File: config.mk
export PLATFORM = sky130hd
export DESIGN_NAME = mem_arbiter_flat
export DESIGN_NICKNAME = d
export VERILOG_FILES = /design/src/rtl/mem_arbiter_if.sv /design/src/rtl/mem_arbiter.sv /design/src/flat_wrapper.sv
export SDC_FILE = /design/constraint.sdc
export NUM_CORES = 1
export LEC_CHECK = 0
export BUFFER_PORTS_ARGS = -buffer_cell sky130_fd_sc_hd__buf_2
export CORE_MARGIN = 1
export CORE_UTILIZATION = 45
export DETAILED_ROUTE_END_ITERATION = 10
export PLACE_DENSITY = 0.88
export SYNTH_ARGS = -nofsm -noshare
export SYNTH_HDL_FRONTEND = slang
export SYNTH_SLANG_ARGS = --single-unit
File: constraint.sdc
create_clock -name clk -period 1.74 [get_ports clk]
set_input_delay 0.261 -clock clk [delete_from_list [all_inputs] [get_ports clk]]
set_output_delay 0.261 -clock clk [all_outputs]
set_load 0.005 [all_outputs]
File: src/rtl/mem_arbiter_if.sv
// Requester handshakes, fill control and the shared single-port memory bus.
// The slave modport is the arbiter's view; master is the requester/memory side.
interface mem_arbiter_if #(
  parameter int unsigned ADDR_SIZE = 10,
  parameter int unsigned WORD_SIZE = 8
);
  // Requester A
  logic                 a_req;
  logic                 a_wr;
  logic [ADDR_SIZE-1:0] a_addr;
  logic [WORD_SIZE-1:0] a_wdata;
  logic                 a_ack;
  // Requester B
  logic                 b_req;
  logic                 b_wr;
  logic [ADDR_SIZE-1:0] b_addr;
  logic [WORD_SIZE-1:0] b_wdata;
  logic                 b_ack;
  // Shared read data and status
  logic [WORD_SIZE-1:0] rdata;
  logic                 fill_start;
  logic                 busy;
  logic                 fill_done;
  // Memory port
  logic [ADDR_SIZE-1:0] mem_addr;
  logic [WORD_SIZE-1:0] mem_din;
  logic [WORD_SIZE-1:0] mem_dout;
  logic                 mem_wr;
  logic                 mem_cs;

  modport slave (
    input  a_req, a_wr, a_addr, a_wdata,
    input  b_req, b_wr, b_addr, b_wdata,
    input  fill_start, mem_dout,
    output a_ack, b_ack, rdata, busy, fill_done,
    output mem_addr, mem_din, mem_wr, mem_cs
  );

  modport master (
    output a_req, a_wr, a_addr, a_wdata,
    output b_req, b_wr, b_addr, b_wdata,
    output fill_start, mem_dout,
    input  a_ack, b_ack, rdata, busy, fill_done,
    input  mem_addr, mem_din, mem_wr, mem_cs
  );
endinterface

File: src/rtl/mem_arbiter.sv
// Two-requester arbiter for a single-port memory, with a whole-memory pattern
// fill (word i <- 2*i). Every output is a flop; each access takes IDLE ->
// ACCESS -> ACK, and simultaneous requests alternate between A and B.
module mem_arbiter #(
  parameter int unsigned ADDR_SIZE = 10,
  parameter int unsigned WORD_SIZE = 8,
  parameter int unsigned MEM_SIZE  = 1024
) (
  input logic          clk,
  input logic          rst,
  mem_arbiter_if.slave bus
);

  localparam int unsigned    CntW    = (MEM_SIZE > 1) ? $clog2(MEM_SIZE) : 1;
  localparam logic [CntW-1:0] CntLast = CntW'(MEM_SIZE - 1);

  typedef enum logic [1:0] {
    StIdle,
    StAccess,
    StAck,
    StFill
  } state_e;

  state_e               state_q, state_d;
  logic                 last_grant_q, last_grant_d;  // 0 = A, 1 = B
  logic                 grant_q, grant_d;            // requester being served
  logic [CntW-1:0]      cnt_q, cnt_d;
  logic [WORD_SIZE-1:0] rdata_q, rdata_d;
  logic                 a_ack_q, a_ack_d;
  logic                 b_ack_q, b_ack_d;
  logic                 busy_q, busy_d;
  logic                 fill_done_q, fill_done_d;
  // The memory-port flops double as the latched operands of the granted access.
  logic [ADDR_SIZE-1:0] mem_addr_q, mem_addr_d;
  logic [WORD_SIZE-1:0] mem_din_q, mem_din_d;
  logic                 mem_wr_q, mem_wr_d;
  logic                 mem_cs_q, mem_cs_d;
  logic                 pick_b;

  // Next-state: arbitration, access sequencing and fill address generation.
  always_comb begin
    state_d      = state_q;
    last_grant_d = last_grant_q;
    grant_d      = grant_q;
    cnt_d        = cnt_q;
    rdata_d      = rdata_q;
    a_ack_d      = 1'b0;
    b_ack_d      = 1'b0;
    fill_done_d  = 1'b0;
    mem_cs_d     = 1'b0;
    mem_wr_d     = 1'b0;
    mem_addr_d   = mem_addr_q;
    mem_din_d    = mem_din_q;
    pick_b       = 1'b0;

    unique case (state_q)
      StIdle: begin
        if (bus.fill_start) begin
          // Fill wins over any pending request; requests wait in IDLE.
          state_d    = StFill;
          cnt_d      = '0;
          mem_cs_d   = 1'b1;
          mem_wr_d   = 1'b1;
          mem_addr_d = '0;
          mem_din_d  = '0;
        end else if (bus.a_req || bus.b_req) begin
          // On contention, serve whoever was not granted last.
          pick_b       = bus.b_req && (!bus.a_req || !last_grant_q);
          grant_d      = pick_b;
          last_grant_d = pick_b;
          state_d      = StAccess;
          mem_cs_d     = 1'b1;
          mem_wr_d     = pick_b ? bus.b_wr    : bus.a_wr;
          mem_addr_d   = pick_b ? bus.b_addr  : bus.a_addr;
          mem_din_d    = pick_b ? bus.b_wdata : bus.a_wdata;
        end
      end

      StAccess: begin
        state_d = StAck;
        if (!mem_wr_q) begin
          rdata_d = bus.mem_dout;
        end
        a_ack_d = !grant_q;
        b_ack_d = grant_q;
      end

      StAck: begin
        state_d = StIdle;
      end

      StFill: begin
        if (cnt_q == CntLast) begin
          state_d     = StIdle;
          cnt_d       = '0;
          fill_done_d = 1'b1;
        end else begin
          cnt_d      = cnt_q + 1'b1;
          mem_cs_d   = 1'b1;
          mem_wr_d   = 1'b1;
          mem_addr_d = ADDR_SIZE'(cnt_d);
          // Left shift by one is 2*i, truncated to the word width.
          mem_din_d  = WORD_SIZE'({cnt_d, 1'b0});
        end
      end

      default: begin
        state_d = StIdle;
      end
    endcase

    busy_d = (state_d != StIdle);
  end

  // State and registered outputs; synchronous reset overrides every input.
  always_ff @(posedge clk) begin
    if (rst) begin
      state_q      <= StIdle;
      last_grant_q <= 1'b1;
      grant_q      <= 1'b0;
      cnt_q        <= '0;
      rdata_q      <= '0;
      a_ack_q      <= 1'b0;
      b_ack_q      <= 1'b0;
      busy_q       <= 1'b0;
      fill_done_q  <= 1'b0;
      mem_addr_q   <= '0;
      mem_din_q    <= '0;
      mem_wr_q     <= 1'b0;
      mem_cs_q     <= 1'b0;
    end else begin
      state_q      <= state_d;
      last_grant_q <= last_grant_d;
      grant_q      <= grant_d;
      cnt_q        <= cnt_d;
      rdata_q      <= rdata_d;
      a_ack_q      <= a_ack_d;
      b_ack_q      <= b_ack_d;
      busy_q       <= busy_d;
      fill_done_q  <= fill_done_d;
      mem_addr_q   <= mem_addr_d;
      mem_din_q    <= mem_din_d;
      mem_wr_q     <= mem_wr_d;
      mem_cs_q     <= mem_cs_d;
    end
  end

  assign bus.a_ack     = a_ack_q;
  assign bus.b_ack     = b_ack_q;
  assign bus.rdata     = rdata_q;
  assign bus.busy      = busy_q;
  assign bus.fill_done = fill_done_q;
  assign bus.mem_addr  = mem_addr_q;
  assign bus.mem_din   = mem_din_q;
  assign bus.mem_wr    = mem_wr_q;
  assign bus.mem_cs    = mem_cs_q;

  // Completion pulses are mutually exclusive.
  assert property (@(posedge clk) disable iff (rst) !(a_ack_q && b_ack_q));
  assert property (@(posedge clk) disable iff (rst) !((a_ack_q || b_ack_q) && fill_done_q));

endmodule
File: src/flat_wrapper.sv
// flat-port wrapper written by rule: the top's interface ports become plain ports
module mem_arbiter_flat 
#(
  parameter int unsigned ADDR_SIZE = 10,
  parameter int unsigned WORD_SIZE = 8,
  parameter int unsigned MEM_SIZE  = 1024
)
  (clk, rst, bus_a_req, bus_a_wr, bus_a_addr, bus_a_wdata, bus_b_req, bus_b_wr, bus_b_addr, bus_b_wdata, bus_fill_start, bus_mem_dout, bus_a_ack, bus_b_ack, bus_rdata, bus_busy, bus_fill_done, bus_mem_addr, bus_mem_din, bus_mem_wr, bus_mem_cs);
  mem_arbiter_if #(.ADDR_SIZE(ADDR_SIZE), .WORD_SIZE(WORD_SIZE)) bus_i ();
  input logic clk;
  input logic rst;
  input wire logic [$bits(bus_i.a_req)-1:0] bus_a_req;
  input wire logic [$bits(bus_i.a_wr)-1:0] bus_a_wr;
  input wire logic [$bits(bus_i.a_addr)-1:0] bus_a_addr;
  input wire logic [$bits(bus_i.a_wdata)-1:0] bus_a_wdata;
  input wire logic [$bits(bus_i.b_req)-1:0] bus_b_req;
  input wire logic [$bits(bus_i.b_wr)-1:0] bus_b_wr;
  input wire logic [$bits(bus_i.b_addr)-1:0] bus_b_addr;
  input wire logic [$bits(bus_i.b_wdata)-1:0] bus_b_wdata;
  input wire logic [$bits(bus_i.fill_start)-1:0] bus_fill_start;
  input wire logic [$bits(bus_i.mem_dout)-1:0] bus_mem_dout;
  output wire logic [$bits(bus_i.a_ack)-1:0] bus_a_ack;
  output wire logic [$bits(bus_i.b_ack)-1:0] bus_b_ack;
  output wire logic [$bits(bus_i.rdata)-1:0] bus_rdata;
  output wire logic [$bits(bus_i.busy)-1:0] bus_busy;
  output wire logic [$bits(bus_i.fill_done)-1:0] bus_fill_done;
  output wire logic [$bits(bus_i.mem_addr)-1:0] bus_mem_addr;
  output wire logic [$bits(bus_i.mem_din)-1:0] bus_mem_din;
  output wire logic [$bits(bus_i.mem_wr)-1:0] bus_mem_wr;
  output wire logic [$bits(bus_i.mem_cs)-1:0] bus_mem_cs;
  assign bus_i.a_req = bus_a_req;
  assign bus_i.a_wr = bus_a_wr;
  assign bus_i.a_addr = bus_a_addr;
  assign bus_i.a_wdata = bus_a_wdata;
  assign bus_i.b_req = bus_b_req;
  assign bus_i.b_wr = bus_b_wr;
  assign bus_i.b_addr = bus_b_addr;
  assign bus_i.b_wdata = bus_b_wdata;
  assign bus_i.fill_start = bus_fill_start;
  assign bus_i.mem_dout = bus_mem_dout;
  assign bus_a_ack = bus_i.a_ack;
  assign bus_b_ack = bus_i.b_ack;
  assign bus_rdata = bus_i.rdata;
  assign bus_busy = bus_i.busy;
  assign bus_fill_done = bus_i.fill_done;
  assign bus_mem_addr = bus_i.mem_addr;
  assign bus_mem_din = bus_i.mem_din;
  assign bus_mem_wr = bus_i.mem_wr;
  assign bus_mem_cs = bus_i.mem_cs;
  mem_arbiter #(.ADDR_SIZE(ADDR_SIZE), .WORD_SIZE(WORD_SIZE), .MEM_SIZE(MEM_SIZE)) u_core (.clk(clk), .rst(rst), .bus(bus_i));
endmodule
* Yosys cells after proc, flatten, opt, wreduce, memory -nomap -nowiden
Cells that the tools add are included.
** Storage, ports and cells
- Input bits :: 51
- Word-level logic and storage cells :: 66
- Bits in registers :: 46
- Output and inout port bits :: 32
** Cells by class
- Reduce and logical (&&, ||, !) cells :: 15
- Multiplexer cells :: 26
- Equal/unequal tests :: 7
- Add/subtract/negate cells :: 1
- Bitwise gates (word level) :: 4
** Operators by type and width (number)
- 2-to-1 mux 10 bit :: 6
- case mux 10 bit (2 select lines) :: 2
- 2-to-1 mux 8 bit :: 4
- case mux 8 bit (2 select lines) :: 1
- adder 10 x 1 -> 10 bit, second input constant :: 1
- == test 10 bit, second input constant :: 1
- case mux 2 bit (4 select lines) :: 1
- 2-to-1 mux 1 bit :: 7
- 2-to-1 mux 2 bit :: 3
- AND reduction 3 bit :: 2
- == test 2 bit, second input constant :: 2
- inequality test 2 bit, second input constant :: 2
- inverter 1 bit :: 4
- case mux 1 bit (2 select lines) :: 2
- AND reduction 2 bit :: 2
- nonzero test 2 bit :: 2
- OR reduction 2 bit :: 2
- logical NOT 1 bit :: 3
- inequality test 3 x 2 -> 1 bit, second input constant :: 1
- == test 2 x 1 -> 1 bit, second input constant :: 1
- logical NOT 2 bit :: 1
- logical OR 1 bit :: 2
- logical AND 1 bit :: 1

* Depth between registers and ports, before layout
- Depth in word-level cells :: 7
- Gate-level depth with buffers :: 8
- Mapped depth without buffers :: 6

* Worst setup path before layout
No wires, ideal clock.
- Kind :: register to register
- Start :: register u_core.cnt_q[0]
- End :: register u_core.mem_din_q[4] (netlist: u_core.bus.mem_din[4])
- Arrival :: 1.739 ns
- Data required time :: 1.652 ns
- Cell stages (with the launch flop) :: 9
- Path buffers :: 3
- Path slack :: -0.088 ns
- Cell sequence :: dfxtp_1 -> ha_1 -> and4_4 -> buf_6 -> nand4_4 -> and2_1 -> buf_6 -> buf_6 -> a311oi_2
** Between the ends
- Word-level cells in the longest chain between the ends :: 3
** Ends and longest elaborated chain
- start: declaration :: RTL line mem_arbiter.sv:27 : logic [CntW-1:0] cnt_q, cnt_d;
- start signal: assignment :: RTL line mem_arbiter.sv:135 : cnt_q <= cnt_d;
- adder 10 x 1 -> 10 bit / == test 10 bit (equally long branches) :: RTL line mem_arbiter.sv:98, mem_arbiter.sv:93
- 2-to-1 mux 8 bit / inequality test 2 bit (equally long branches)
- case mux 8 bit (2 select lines) / AND reduction 3 bit (equally long branches)
- end signal: assignment :: RTL line mem_arbiter.sv:142 : mem_din_q <= mem_din_d;
- end: declaration :: RTL line mem_arbiter.sv:35 : logic [WORD_SIZE-1:0] mem_din_q, mem_din_d;
Parallel ways exist; a longest one is shown, timed or not. The select of a mux whose other input is x is not followed.
A chain may end at the register's enable or synchronous reset.

* Worst setup path after layout
- Start :: register u_core.cnt_q[1]
- End :: register u_core.cnt_q[9]
** Between the ends
- Word-level cells in the longest chain between the ends :: 3
** Ends and longest elaborated chain
- adder 10 x 1 -> 10 bit / == test 10 bit (equally long branches) :: RTL line mem_arbiter.sv:98, mem_arbiter.sv:93
- 2-to-1 mux 10 bit (*) :: RTL line mem_arbiter.sv:93 : if (cnt_q == CntLast) begin
- case mux 10 bit (2 select lines) (*) :: RTL line mem_arbiter.sv:56 : unique case (state_q)
Mark *: on every way between the ends. The rest lies on a longest branch, timed or not.

==> out/summary.json <==
{
  "run_status": {
    "run_status": "finished, final reports clean"
  },
  "grt": {
    "grt_first_pass_wirelength_mm": 9.825,
    "largest_net_degree_at_the_start_of_global_routing": 30,
    "grt_pass1_vias": 2289,
    "grt_util_all_layers_pct": 23.00,
    "antenna_violations_before_repair": 0,
    "overflow": 0
  },
  "setup_path": {
    "setup.worst_path.class": "register to register",
    "r2r-end": "u_core.cnt_q[9]",
    "critical_path_required_ns": 1.98,
    "timing.rr.start": "u_core.cnt_q[1]",
    "critical_path.startpoint_type": "register",
    "setup.reg_to_reg.worst_slack_ns": 0.08,
    "worst-r2r-cell-count": 5,
    "worst_setup_ep_type": "register",
    "worstPathArrival_ns": 1.90,
    "critPathMaxFanout": 6
  },
  "layout": {
    "insertedDiodeCount": 0,
    "flow.area_growth_from_synthesis_pct": 31.16,
    "finish.net_count": 421,
    "final_layout_size_suffix_gt1_share_pct": 44.14
  },
  "placed_design": {
    "post-dp-hpwl_mm": 4.733,
    "routabilityCongestion": 0.8878,
    "place_worst_setup_slack_ns": -0.05936,
    "place.port_buffers": 82
  },
  "cts": {
    "buffer_depth_of_the_longest_clock_path": 2,
    "clock_tree.htree_level_count": 2,
    "clkSinkCount": 46,
    "cts_hold_buffers": 0,
    "cts_clk_pin_slew_worst_paths_ns": 0.08,
    "tritoncts": "built",
    "cts-buffers-inserted": 5,
    "insertion_delay_of_the_later_clocked_pin_in_the_worst_skew_pair_ns": 0.30,
    "master_cell_of_the_clock_root_buffer": "clkbuf_8"
  },
  "power_and_ir_drop": {
    "switchingPower_mw": 1.387,
    "ir_worst_vdd_uv": 646.3,
    "total_power_of_the_final_layout_mw": 3.942,
    "power_report.internal_total_mw": 2.554,
    "share_seq_of_total_power_pct": 38.3,
    "p_per_area_nw_per_um2": 1225,
    "p_comb_share_pct": 44.6,
    "power.leakage_nw": 1.366,
    "clock_power_share_pct": 17.0,
    "power.share.switching_pct": 35.20
  },
  "route": {
    "final_routed_wirelength_mm": 6.303,
    "detail-route-antenna-nets": 0,
    "drt_drc_violations_left": 0,
    "vias": 2420,
    "drt_pass1_iterations": 4,
    "count_of_routing_violations_after_the_opening_detailed_route_iteration": 155,
    "average_wire_per_standard_cell_um": 14.42,
    "post_drt_via_cell_ratio": 5.538
  },
  "timing": {
    "worst_max_slew_margin_expressed_relative_to_the_limit_pct": 64.92,
    "max_clk_rate_mhz": 601.8,
    "final_cycle_utilization_of_the_critical_path_pct": 95.49,
    "worst-slew-pin-transition_ns": 0.5256,
    "slew_violations": 0,
    "final_number_of_setup_violating_endpoints": 0,
    "worst_slack_ns": 0.07844,
    "finalClockSkew_ns": 0.003729,
    "setup_repair_after_global_routing_missed_its_margin": "false",
    "report.final.hold_viol_count": 0,
    "setup_tns_ns": 0,
    "layout_min_cycle_time_ns": 1.662
  },
  "min_path": {
    "hold_path_end": "u_core.bus.rdata[6]",
    "holdPathStages": 3,
    "min-delay-start": "bus_mem_dout[6]",
    "min-delay-path-class": "input port to register"
  },
  "logic_synthesis": {
    "synth-async-reset-ratio_pct": 0,
    "average_cell_area_after_synthesis_um2": 9.087,
    "synth_adder_area_share_pct": 2.040,
    "synth_xor_xnor_area_share_pct": 1.071,
    "synthesis.instances": 270,
    "main_combinational_cell_family_by_area_after_synthesis": "compound AO/OA/AOI/OAI gates",
    "synth.top_cell.area_share_pct": 37.53,
    "yosysMostFrequentCell": "dfxtp_1",
    "number_of_enable_type_register_cells_in_the_synthesized_netlist": 0,
    "synth_flop_cell": "dfxtp_1",
    "post_synthesis_cell_area_um2": 2454,
    "yosys-top-cells-count": "dfxtp_1, a21oi_1, nand2_1, nor2_1, mux2_2",
    "postSynthRegisterBits": 46,
    "synth.area.top_cells": "dfxtp_1, a21oi_1, mux2_2",
    "synth_warnings": 0,
    "synthesized_nets": 325,
    "synthDistinctLibCells": 52,
    "yosysSeqAreaShare_pct": 37.53,
    "synth_simple_gate_area_share_pct": 16.06,
    "synth_compound_gate_area_share_pct": 24.99,
    "yosys-mux-area-fraction_pct": 12.75,
    "synth.largest_area_cell": "dfxtp_1"
  },
  "floorplanning": {
    "die-area_um2": 5752,
    "fp.dieW_um": 75.84,
    "core_region_area_um2": 5172,
    "die_h_um": 75.84,
    "pin_count": 83,
    "initial_utilization_pct": 47.44,
    "fp-row-count": 26
  },
  "job": {
    "cap_violations": 0
  }
}
## placed cells by master (no fill, tap or decap), types with 5 or more instances in the layout
cell type,synthesis,layout
nand2_1,26,26
o21ai_0,11,11
a311oi_1,5,5
inv_1,6,6
nand3_1,7,7
nor2_1,18,17
a311oi_2,7,7
buf_2,4,82
clkbuf_8,0,6
dfxtp_1,46,42
buf_4,1,22
mux2i_1,11,11
mux2_2,15,15
a21oi_1,34,33
nor3_1,8,8
## critical path: stages (launching register included)
cell and delay [ns]:
dfxtp_1 0.34, ha_4 0.19, and4_4 0.22, a31o_4 0.23
or4_1 0.46, a31oi_1 0.16
## power by group through the flow
stage / Sequential [mW] / Clock, mW / Combinational [mW]
4_1_cts: 1.51 / 0.691 / 1.72
3_5_place_dp: 1.53 / 0 / 1.68
3_3_place_gp: 1.52 / 0 / 1.62
5_1_grt: 1.54 / 0.736 / 1.93
6_report: 1.51 / 0.671 / 1.76
2_1_floorplan: 1.55 / 0 / 0.971
## flip-flops by register name (all words and copies together) (netlist names)
name,flops
u_core.bus.a_ack,1
u_core.bus.b_ack,1
u_core.bus.busy,1
u_core.bus.fill_done,1
u_core.bus.mem_addr,10
u_core.bus.mem_cs,1
u_core.bus.mem_din,8
u_core.bus.mem_wr,1
u_core.bus.rdata,8
u_core.cnt_q,10
u_core.grant_q,1
u_core.last_grant_q,1
u_core.state_q,2
## metal layers
layer,routed length [um],track usage [%],up-vias,share of wire [%]
met5,0,0,-,0
met4,106,12.76,0,1.7
met3,350,5.291,8,5.6
met2,3225,39.23,81,51
met1,2621,26.49,1147,42
li1,-,-,1184,-
## repair_timing
action | in CTS | in global routing
endpoints found under the setup margin | 9 | 23
gates resized for setup | 5 | 7
gates cloned | 0 | 0
endpoints found under the hold margin | 0 | 0
setup buffers | 0 | 1
## layout make-up
type,instances,area [um2]
repair buffers,108,646.9
clock inverters,1,5.005
fillers,434,1954
multi-input cells,198,1440
well taps,70,87.58
clock buffers,7,86.33
flip-flops and latches,46,925.9
inverters,7,26.28
## cell families (layout without fill, tap and decap cells)
kind of cell | Yosys count | in the layout
AOI/OAI and AO/OA | 83 | 83
xor gates and xnor gates | 3 | 3
adders and majority gates | 4 | 4
buffers and inverters | 26 | 123
DFF | 46 | 46
muxes | 29 | 29
and+or+nand+nor | 79 | 79
## worst max-delay path by stage
stage,startpoint,to,slack (ns),depth (start not counted)
finish,u_core.cnt_q[1],u_core.cnt_q[9],0.08,5
global route,u_core.state_q[0],u_core.cnt_q[7],0.006,8
CTS,u_core.state_q[1],u_core.bus.rdata[7],0.03,6
detailed placement,u_core.state_q[0],u_core.cnt_q[2],-0.06,6
global placement,u_core.state_q[0],u_core.bus.mem_addr[8],0.07,7
floorplan,u_core.cnt_q[1],u_core.bus.mem_din[4],0.0003,8
## per-stage QoR
step           hold WS [ns]  util, %  instance area [um2]  instances
2_1_floorplan        0.4084        -                 2467        270
3_3_place_gp         0.4387    59.63                 3084        428
3_5_place_dp         0.4272    59.63                 3084        428
4_1_cts              0.1820    61.66                 3189        436
5_1_grt              0.2013    62.22                 3218        437
6_report             0.1937    62.22                 3218        437
Note: power is estimated with default switching activity, not from simulation.
